## src/rtl/vx_split_issue_pkg.sv

```systemverilog
// Shared types and sizing for the split/join initiator: payload structs, FSM states,
// nesting-depth defaults.
package vx_split_issue_pkg;

  localparam int NUM_THREADS    = 4;
  localparam int NUM_WARPS      = 4;
  localparam int NW_WIDTH       = 2;
  localparam int XLEN           = 32;
  localparam int NEST_DEPTH_DEF = 2 * NUM_THREADS;
  localparam int DVG_DEPTH_W    = $clog2(NEST_DEPTH_DEF + 1);

  typedef logic [DVG_DEPTH_W-1:0] dvg_depth_t;

  typedef struct packed {
    logic                   valid;
    logic                   is_dvg;
    logic [NUM_THREADS-1:0] then_tmask;
    logic [NUM_THREADS-1:0] else_tmask;
    logic [XLEN-1:0]        next_pc;
  } split_t;

  typedef struct packed {
    logic valid;
    logic is_dvg;
  } join_t;

  typedef enum logic [0:0] {
    ST_IDLE     = 1'b0,
    ST_WAIT_RSP = 1'b1
  } state_e;

endpackage

```

## src/rtl/vx_split_issue_if.sv

```systemverilog
// Request channel from the SFU into the split/join initiator.
// A request transfers on a rising clk edge where req_valid && req_ready; the master
// holds all req_* fields stable while req_valid is high and ready is low.
interface vx_split_issue_if;
  import vx_split_issue_pkg::*;

  logic                   req_valid;
  logic                   req_ready;
  logic [NW_WIDTH-1:0]    req_wid;
  logic                   req_is_join;
  logic [NUM_THREADS-1:0] req_tmask;
  logic [NUM_THREADS-1:0] req_pred;
  logic [XLEN-1:0]        req_next_pc;

  modport master (
    output req_valid, req_wid, req_is_join, req_tmask, req_pred, req_next_pc,
    input  req_ready
  );

  modport slave (
    input  req_valid, req_wid, req_is_join, req_tmask, req_pred, req_next_pc,
    output req_ready
  );
endinterface

```

## src/rtl/vx_split_issue_bitstack.sv

```systemverilog
// Per-warp divergence LIFO (vx_dvg_bitstack): one bit per nested split, top of stack in bits[0].
// Overflow pushes and underflow pops are ignored; data reads 0 when empty.
module vx_dvg_bitstack
  import vx_split_issue_pkg::*;
#(
  parameter int DEPTH = NEST_DEPTH_DEF
)(
  input  logic clk,
  input  logic reset,
  input  logic push,
  input  logic pop,
  input  logic push_bit,
  output logic data,
  output logic empty,
  output logic full
);
  localparam int DW = $clog2(DEPTH + 1);

  logic [DEPTH-1:0] bits;
  logic [DW-1:0]    cnt;

  assign empty = (cnt == '0);
  assign full  = (cnt == DW'(DEPTH));
  // Pops shift zeros in from the top, so an empty stack always reads 0.
  assign data  = bits[0];

  always_ff @(posedge clk) begin
    if (reset) begin
      bits <= '0;
      cnt  <= '0;
    end else if (push && !full) begin
      bits <= {bits[DEPTH-2:0], push_bit};
      cnt  <= cnt + 1'b1;
    end else if (pop && !empty) begin
      bits <= {1'b0, bits[DEPTH-1:1]};
      cnt  <= cnt - 1'b1;
    end
  end
endmodule

```

## src/rtl/vx_split_issue.sv

```systemverilog
// Split/join initiator: forms split/join payloads, tracks per-warp nesting bits and turns
// join responses into warp-control updates. SPLIT_ISSUE_CHECK_EN enables the sticky err.
module vx_split_issue
  import vx_split_issue_pkg::*;
#(
  parameter int CORE_ID    = 0,
  parameter int THREAD_CNT = NUM_THREADS,
  parameter int NEST_DEPTH = 2 * THREAD_CNT
)(
  input  logic                  clk,
  input  logic                  reset,
  vx_split_issue_if.slave       req,
  output logic                  valid,
  output logic [NW_WIDTH-1:0]   wid,
  output split_t                split,
  output join_t                 sjoin,
  input  logic                  join_valid,
  input  logic                  join_is_dvg,
  input  logic                  join_is_else,
  input  logic [NW_WIDTH-1:0]   join_wid,
  input  logic [THREAD_CNT-1:0] join_tmask,
  input  logic [XLEN-1:0]       join_pc,
  output logic                  wctl_valid,
  output logic [NW_WIDTH-1:0]   wctl_wid,
  output logic [THREAD_CNT-1:0] wctl_tmask,
  output logic                  wctl_set_pc,
  output logic [XLEN-1:0]       wctl_pc,
  output logic                  err,
  output state_e                dbg_state
);
  localparam int unused_core_id = CORE_ID;

  state_e                state, state_n;
  logic [NW_WIDTH-1:0]   lat_wid;
  logic [NUM_WARPS-1:0]  push_vec, pop_vec, top_v, empty_v, full_v;
  logic                  push_bit, req_fire, is_dvg, pop_bit;
  logic [THREAD_CNT-1:0] then_m, else_m;

  assign dbg_state     = state;
  assign req.req_ready = (state == ST_IDLE);
  assign req_fire      = req.req_valid && (state == ST_IDLE);
  assign then_m        = req.req_tmask & req.req_pred;
  assign else_m        = req.req_tmask & ~req.req_pred;
  assign is_dvg        = (then_m != '0) && (else_m != '0);
  assign pop_bit       = top_v[req.req_wid];

  for (genvar g = 0; g < NUM_WARPS; g++) begin : g_stack
    vx_dvg_bitstack #(.DEPTH(NEST_DEPTH)) u_stack (
      .clk(clk), .reset(reset), .push(push_vec[g]), .pop(pop_vec[g]),
      .push_bit(push_bit), .data(top_v[g]), .empty(empty_v[g]), .full(full_v[g])
    );
  end

  always_comb begin
    state_n  = state;
    push_vec = '0;
    pop_vec  = '0;
    push_bit = 1'b0;
    case (state)
      ST_IDLE: begin
        if (req_fire && req.req_is_join) begin
          pop_vec[req.req_wid] = 1'b1;
          state_n              = ST_WAIT_RSP;
        end else if (req_fire) begin
          push_vec[req.req_wid] = 1'b1;
          push_bit              = is_dvg;
        end
      end
      ST_WAIT_RSP: begin
        if (join_valid) begin
          state_n = ST_IDLE;
          // The else path will hit the same JOIN again, so its divergence bit comes back.
          if (join_is_dvg && join_is_else) begin
            push_vec[lat_wid] = 1'b1;
            push_bit          = 1'b1;
          end
        end
      end
      default: state_n = ST_IDLE;
    endcase
  end

  always_ff @(posedge clk) begin
    if (reset) begin
      state       <= ST_IDLE;
      lat_wid     <= '0;
      valid       <= 1'b0;
      wid         <= '0;
      split       <= '0;
      sjoin       <= '0;
      wctl_valid  <= 1'b0;
      wctl_wid    <= '0;
      wctl_tmask  <= '0;
      wctl_set_pc <= 1'b0;
      wctl_pc     <= '0;
    end else begin
      state       <= state_n;
      valid       <= 1'b0;
      split       <= '0;
      sjoin       <= '0;
      wctl_valid  <= 1'b0;
      wctl_set_pc <= 1'b0;
      if (req_fire && !req.req_is_join) begin
        valid      <= 1'b1;
        wid        <= req.req_wid;
        split      <= '{valid: 1'b1, is_dvg: is_dvg, then_tmask: then_m,
                        else_tmask: else_m, next_pc: req.req_next_pc};
        wctl_valid <= 1'b1;
        wctl_wid   <= req.req_wid;
        wctl_tmask <= is_dvg ? then_m : req.req_tmask;
      end
      if (req_fire && req.req_is_join) begin
        valid   <= 1'b1;
        wid     <= req.req_wid;
        sjoin   <= '{valid: 1'b1, is_dvg: pop_bit};
        lat_wid <= req.req_wid;
      end
      if (state == ST_WAIT_RSP && join_valid) begin
        wctl_valid  <= 1'b1;
        wctl_wid    <= lat_wid;
        wctl_tmask  <= join_tmask;
        wctl_set_pc <= join_is_dvg && join_is_else;
        wctl_pc     <= join_pc;
      end
    end
  end

`ifdef SPLIT_ISSUE_CHECK_EN
  logic overflow, underflow, wid_mismatch, stray_rsp;
  assign overflow     = |(push_vec & full_v);
  assign underflow    = |(pop_vec & empty_v);
  assign wid_mismatch = (state == ST_WAIT_RSP) && join_valid && (join_wid != lat_wid);
  assign stray_rsp    = (state == ST_IDLE) && join_valid;

  always_ff @(posedge clk) begin
    if (reset)
      err <= 1'b0;
    else if (overflow || underflow || wid_mismatch || stray_rsp)
      err <= 1'b1;
  end

  always_ff @(posedge clk) begin
    if (!reset) begin
      assert (!overflow)     else $warning("split_issue: nesting stack overflow");
      assert (!underflow)    else $warning("split_issue: join on empty nesting stack");
      assert (!wid_mismatch) else $warning("split_issue: join response warp differs");
      assert (!stray_rsp)    else $warning("split_issue: join response while idle");
    end
  end
`else
  logic unused_check;
  assign err          = 1'b0;
  assign unused_check = ^{full_v, empty_v, join_wid};
`endif
endmodule
```

## src/flat_wrapper.sv

```systemverilog
// flat-port wrapper written by rule: the top's interface ports become plain ports
module vx_split_issue_flat import vx_split_issue_pkg::*;
#(
  parameter int CORE_ID    = 0,
  parameter int THREAD_CNT = NUM_THREADS,
  parameter int NEST_DEPTH = 2 * THREAD_CNT
)
  (clk, reset, valid, wid, split, sjoin, join_valid, join_is_dvg, join_is_else, join_wid, join_tmask, join_pc, wctl_valid, wctl_wid, wctl_tmask, wctl_set_pc, wctl_pc, err, dbg_state, req_req_valid, req_req_wid, req_req_is_join, req_req_tmask, req_req_pred, req_req_next_pc, req_req_ready);
  vx_split_issue_if req_i ();
  input  logic clk;
  input  logic reset;
  output logic valid;
  output logic [NW_WIDTH-1:0] wid;
  output split_t split;
  output join_t sjoin;
  input  logic join_valid;
  input  logic join_is_dvg;
  input  logic join_is_else;
  input  logic [NW_WIDTH-1:0] join_wid;
  input  logic [THREAD_CNT-1:0] join_tmask;
  input  logic [XLEN-1:0] join_pc;
  output logic wctl_valid;
  output logic [NW_WIDTH-1:0] wctl_wid;
  output logic [THREAD_CNT-1:0] wctl_tmask;
  output logic wctl_set_pc;
  output logic [XLEN-1:0] wctl_pc;
  output logic err;
  output state_e dbg_state;
  input wire logic [$bits(req_i.req_valid)-1:0] req_req_valid;
  input wire logic [$bits(req_i.req_wid)-1:0] req_req_wid;
  input wire logic [$bits(req_i.req_is_join)-1:0] req_req_is_join;
  input wire logic [$bits(req_i.req_tmask)-1:0] req_req_tmask;
  input wire logic [$bits(req_i.req_pred)-1:0] req_req_pred;
  input wire logic [$bits(req_i.req_next_pc)-1:0] req_req_next_pc;
  output wire logic [$bits(req_i.req_ready)-1:0] req_req_ready;
  assign req_i.req_valid = req_req_valid;
  assign req_i.req_wid = req_req_wid;
  assign req_i.req_is_join = req_req_is_join;
  assign req_i.req_tmask = req_req_tmask;
  assign req_i.req_pred = req_req_pred;
  assign req_i.req_next_pc = req_req_next_pc;
  assign req_req_ready = req_i.req_ready;
  vx_split_issue #(.CORE_ID(CORE_ID), .THREAD_CNT(THREAD_CNT), .NEST_DEPTH(NEST_DEPTH)) u_core (.clk(clk), .reset(reset), .req(req_i), .valid(valid), .wid(wid), .split(split), .sjoin(sjoin), .join_valid(join_valid), .join_is_dvg(join_is_dvg), .join_is_else(join_is_else), .join_wid(join_wid), .join_tmask(join_tmask), .join_pc(join_pc), .wctl_valid(wctl_valid), .wctl_wid(wctl_wid), .wctl_tmask(wctl_tmask), .wctl_set_pc(wctl_set_pc), .wctl_pc(wctl_pc), .err(err), .dbg_state(dbg_state));
endmodule
```

## config.mk

```make
export PLATFORM = sky130hd
export DESIGN_NAME = vx_split_issue_flat
export DESIGN_NICKNAME = d
export VERILOG_FILES = /design/src/rtl/vx_split_issue_pkg.sv /design/src/rtl/vx_split_issue_if.sv /design/src/rtl/vx_split_issue_bitstack.sv /design/src/rtl/vx_split_issue.sv /design/src/flat_wrapper.sv
export SDC_FILE = /design/constraint.sdc
export NUM_CORES = 1
export LEC_CHECK = 0
export BUFFER_PORTS_ARGS = -buffer_cell sky130_fd_sc_hd__clkbuf_2
export CORE_AREA = 8 8 106 204
export DETAILED_ROUTE_END_ITERATION = 8
export DIE_AREA = 0 0 114 212
export PLACE_DENSITY = 0.55
export SETUP_SLACK_MARGIN = 0.3
export SYNTH_ARGS = -nofsm -noshare
export SYNTH_HDL_FRONTEND = slang
export SYNTH_SLANG_ARGS = --single-unit
```

## constraint.sdc

```tcl
create_clock -name clk -period 4.95 [get_ports clk]
set_input_delay 0.7425 -clock clk [delete_from_list [all_inputs] [get_ports clk]]
set_output_delay 0.7425 -clock clk [all_outputs]
set_load 0.1 [all_outputs]
```

==> metrics.md <==
| Metric | Value |
|---|---|
| Family with the most delay on the worst path | simple AND/OR/NAND/NOR gates |
| DRT iter0 DRCs | 328 |
| Cells on worst reg2reg path | 9 |
| Die Footprint | ~24000 um^2 |
| Remaining Overflow, GRT | 0 |
| Routed Antenna Nets | 0 |
| Largest net degree at the start of global routing | 60 |
| Leak | 2.948 nW |
| Post-Layout Inst Area | 7227 um^2 |
| Dpl cells | about 1000 |
| Die width | between 100 and 150 um |
| H-tree levels | 4 |
| Final worst setup slack | between 1.5 and 2 ns |
| Post-synthesis simple-gate area fraction | 0.2444 |
| First-pass GRT wire length | 23790 um |
| Internal | 2.041 mW |
| Pwr Density | about 390 nW/um^2 |
| Design Power | between 2 and 3 mW |
| Crit. path cell count | 9 |
| Crit-path max FO | 13 |
| Tmin final | about 3.4 ns |
| Worst hold margin | around 0.45 ns |
| Status | complete, no violations |
| Sw power | 0.7636 mW |
| Async SR Flop Fraction | 0 |
| Vias per cell | roughly 4.7 |
| Final Instance Count excl. Fillers | roughly 1100 |
| Routed met2 length | slightly below 7000 um |
| Vias | approximately 5000 |
| Relative slew slack | 0.2572 |
| CP Data Required Time | ~5.2 ns |
| Synthesized area per cell | a little under 9 um^2 |
| Wire length per cell | around 14 um |
| Total routed wirelength | 15020 um |
| Top sig layer | met4 |
| Logic pwr share | 0.129 |
| Height of the die | 212 um |
| Fmax | 295.1 MHz |
| I/O Pins | 177 |
| Total global-route track usage | 0.1207 |
| Pre-Repair DR Iteration Count | 6 |
| Met3 WL | 1377 um |
| Layout overhead on the synthesized area | 30.12% |
| RR Endpoint | u_core.g_stack[1].u_stack.cnt[3]$_SDFFE_PP0P_ |
| Switching part of the total | 0.2723 |
| Cell Area, Synth | 5554 um^2 |
| Crit path max-delay cell type | dfxtp_1 |
| Utilization after layout | 0.3784 |
| Post-CTS Setup Bufs | 0 |
| DRC viols | 0 |
| #FFs+latches synth | roughly 140 |
| # hold bufs at CTS | 0 |
| Syn Inst Count | around 630 |
| EDFF count, synth | 0 |
| Worst Clk Skew | between 0.009 and 0.01 ns |
| Final Setup Violations | 0 |
| Max-cap violation count | 0 |
| Diodes inserted | 0 |
| Antenna violations before repair | 0 |
| YS warnings | 0 |
| Worst r2r src | u_core.dbg_state$_SDFF_PP0_ |
| Root Buffer Master | clkbuf_16 |
| RSZ-0062 raised after global routing | no |
| Setup tns final | 0 ns |
| WL met1 | approximately 6600 um |
| CTS tree | built |
| Share of cells above drive strength 1 | 0.2805 |
| Worst setup path start | u_core.dbg_state$_SDFF_PP0_ |
| Total clock buffers created by CTS | 17 |
| Initial Utilization | 0.2908 |
| Setup crit start kind | flop |
| Cell Area, Placed | between 6000 and 7000 um^2 |
| CP arrival | 3.68 ns |
| Hold Path Class | reg -> reg |
| CTS sink count | about 140 |
| Number of global-route vias before repair | roughly 4800 |
| Clock buffer depth | 2 |
| CP Buf/Inv Count | 1 |
| I/O Buffers | around 170 |
| Hold path startpoint | u_core.wctl_pc[29]$_SDFFE_PP0P_ |
| Actual slew at the worst max-slew pin | between 1 and 1.5 ns |
| Worst stage delay on the critical path | between 0.6 and 0.7 ns |
| GPL Wtd Cong | roughly 0.78 |
| Synth Area in Adders | 0.02546 |
| Final Hold Viols | 0 |
| Period utilisation layout | 0.6846 |
| Critical Path End | u_core.g_stack[1].u_stack.cnt[3]$_SDFFE_PP0P_ |
| Maximum VDD drop | 0.1859 mV |
| Clock latency on the worst-skew pair | about 0.4 ns |
| Critical path class | reg -> reg |
| Register area share after synthesis | 0.4974 |
| DP Wirelength | between 10000 and 15000 um |
| # nets final | roughly 900 |
| Reg clk slew, reported paths | 0.06 ns |
| DP Worst Slack | between 1 and 1.5 ns |
| Max-slew violation count | 0 |
| Core Footprint | approximately 19000 um^2 |
| Worst Setup End Kind | flop |
| Post-synthesis net count | between 700 and 800 |
| Largest family of logic cells by synthesized area | simple AND/OR/NAND/NOR gates |
| CP cell instances | and4_1 > a22oi_2 > nor2_1 > inv_1 > ha_1 > a31oi_1 > nor3_1 > nor4b_1 > or4_1 |
| Post-CTS sizing | 0 |
| Reg power frac | 0.415 |
| # rows | 72 |
| R2R Setup Slk | around 1.6 ns |
| Clock share of power | 0.457 |
| Post-synthesis mux area share | 0.01847 |
| Unique masters post-synth | 64 |
| Post-synthesis compound-gate area fraction | 0.1714 |
| Synth Area in XOR/XNOR | 0.006308 |
| Top FF cell, synth | dfxtp_1 |
power by group through the flow:
| stage | sequential [mW] | clock (mW) | combinational, mW |
|---|---|---|---|
| after floorplan | 1.34 | 0 | 0.122 |
| after global placement | 1.19 | 0 | 0.359 |
| after detailed placement | 1.19 | 0 | 0.363 |
| after CTS | 1.16 | 1.31 | 0.364 |
| after global routing | 1.17 | 1.37 | 0.386 |
| final | 1.16 | 1.28 | 0.361 |
how the worst min path moves through the flow:
stage	to	slack [ns]	cells after the start
after CTS	u_core.wctl_pc[29]$_SDFFE_PP0P_	0.45	2
after global placement	u_core.wctl_pc[28]$_SDFFE_PP0P_	0.44	2
after global routing	u_core.wctl_pc[29]$_SDFFE_PP0P_	0.47	2
after floorplan	u_core.g_stack[2].u_stack.bits[7]$_SDFFE_PP0P_	0.44	2
after detailed placement	u_core.wctl_pc[29]$_SDFFE_PP0P_	0.45	2
final	u_core.wctl_pc[29]$_SDFFE_PP0P_	0.45	2
final cells by class:
cell class	instances	area, um^2
clock buffer	19	452.9
clock inverter	13	150.1
fill	1993	11870
inverter	11	41.29
multi-input combinational	444	2597
sequential	138	2763
tap	259	324.1
timing repair buffer	177	898.4
cells in the mapped netlist, drive strengths merged (2+ instances only):
cell / number / area share
or3b: 2 / 0.0036
and2: 35 / 0.039
xnor2: 3 / 0.0047
a31oi: 7 / 0.0079
a22o: 2 / 0.0032
a311oi: 5 / 0.0079
o21ai: 5 / 0.0045
nor4: 7 / 0.0079
nand3b: 2 / 0.0027
nor2b: 8 / 0.0090
a222oi: 3 / 0.0054
nand2: 119 / 0.080
a22oi: 23 / 0.032
or2: 2 / 0.0023
o22a: 2 / 0.0032
inv: 11 / 0.0074
nor4b: 7 / 0.015
a21oi: 73 / 0.068
clkbuf: 23 / 0.016
nor3: 16 / 0.015
nor2: 36 / 0.024
mux2i: 8 / 0.014
dfxtp: 138 / 0.50
buf: 12 / 0.013
a211oi: 3 / 0.0041
o211ai: 3 / 0.0041
or4: 4 / 0.0054
and3: 7 / 0.0079
o22ai: 5 / 0.0081
ha: 8 / 0.018
nand3: 12 / 0.011
nand2b: 3 / 0.0034
a221oi: 4 / 0.0063
nand4: 2 / 0.0023
or3: 7 / 0.0079
a21o: 2 / 0.0027
o31ai: 2 / 0.0027
maj3: 4 / 0.0074
kinds of logic after synthesis:
family / count (synthesis)
muxes: 9
AOI/OAI and AO/OA: 145
adders and majority gates: 12
and+or+nand+nor: 273
DFF: 138
other: 1
xor gates and xnor gates: 4
buffers and inverters: 46
sequential cells by signal, indices dropped and copies added, names as in the netlist:
name                         flops
u_core.wctl_valid                1
u_core.lat_wid                   2
u_core.sjoin                     2
u_core.wctl_pc                  32
u_core.g_stack.u_stack.bits     32
u_core.wctl_set_pc               1
u_core.g_stack.u_stack.cnt      16
u_core.wctl_tmask                4
u_core.split                    42
u_core.valid                     1
u_core.wid                       2
u_core.dbg_state                 1
u_core.wctl_wid                  2
worst register-to-register path, cell delays in order, from the launching register on:
cell and delay [ns]:
dfxtp_1 0.61, and4_1 0.48, a22oi_2 0.18, nor2_1 0.55, inv_1 0.10, ha_1 0.37, a31oi_1 0.12, nor3_1 0.26
nor4b_1 0.10, or4_1 0.51
cells in the final DEF (no fill, tap or decap), types with 7 or more instances in the layout:
| cell | n |
|---|---|
| and2_1 | 35 |
| nor3_1 | 14 |
| nand3_1 | 12 |
| ha_1 | 8 |
| clkbuf_2 | 172 |
| or3_1 | 7 |
| nor2_1 | 36 |
| nand2_1 | 119 |
| nor2b_1 | 8 |
| clkbuf_16 | 17 |
| and3_1 | 7 |
| a21oi_1 | 71 |
| a31oi_1 | 7 |
| nor4_1 | 7 |
| dfxtp_1 | 138 |
| a22oi_1 | 22 |
| mux2i_1 | 8 |
| inv_1 | 10 |
per-layer routing:
layer / vias up / global-route usage
li1: 2531 / -
met1: 2288 / 0.1459
met2: 165 / 0.1908
met3: 9 / 0.05092
met4: 0 / 0.03467
met5: - / 0
Power figures use the tool's default switching activity.
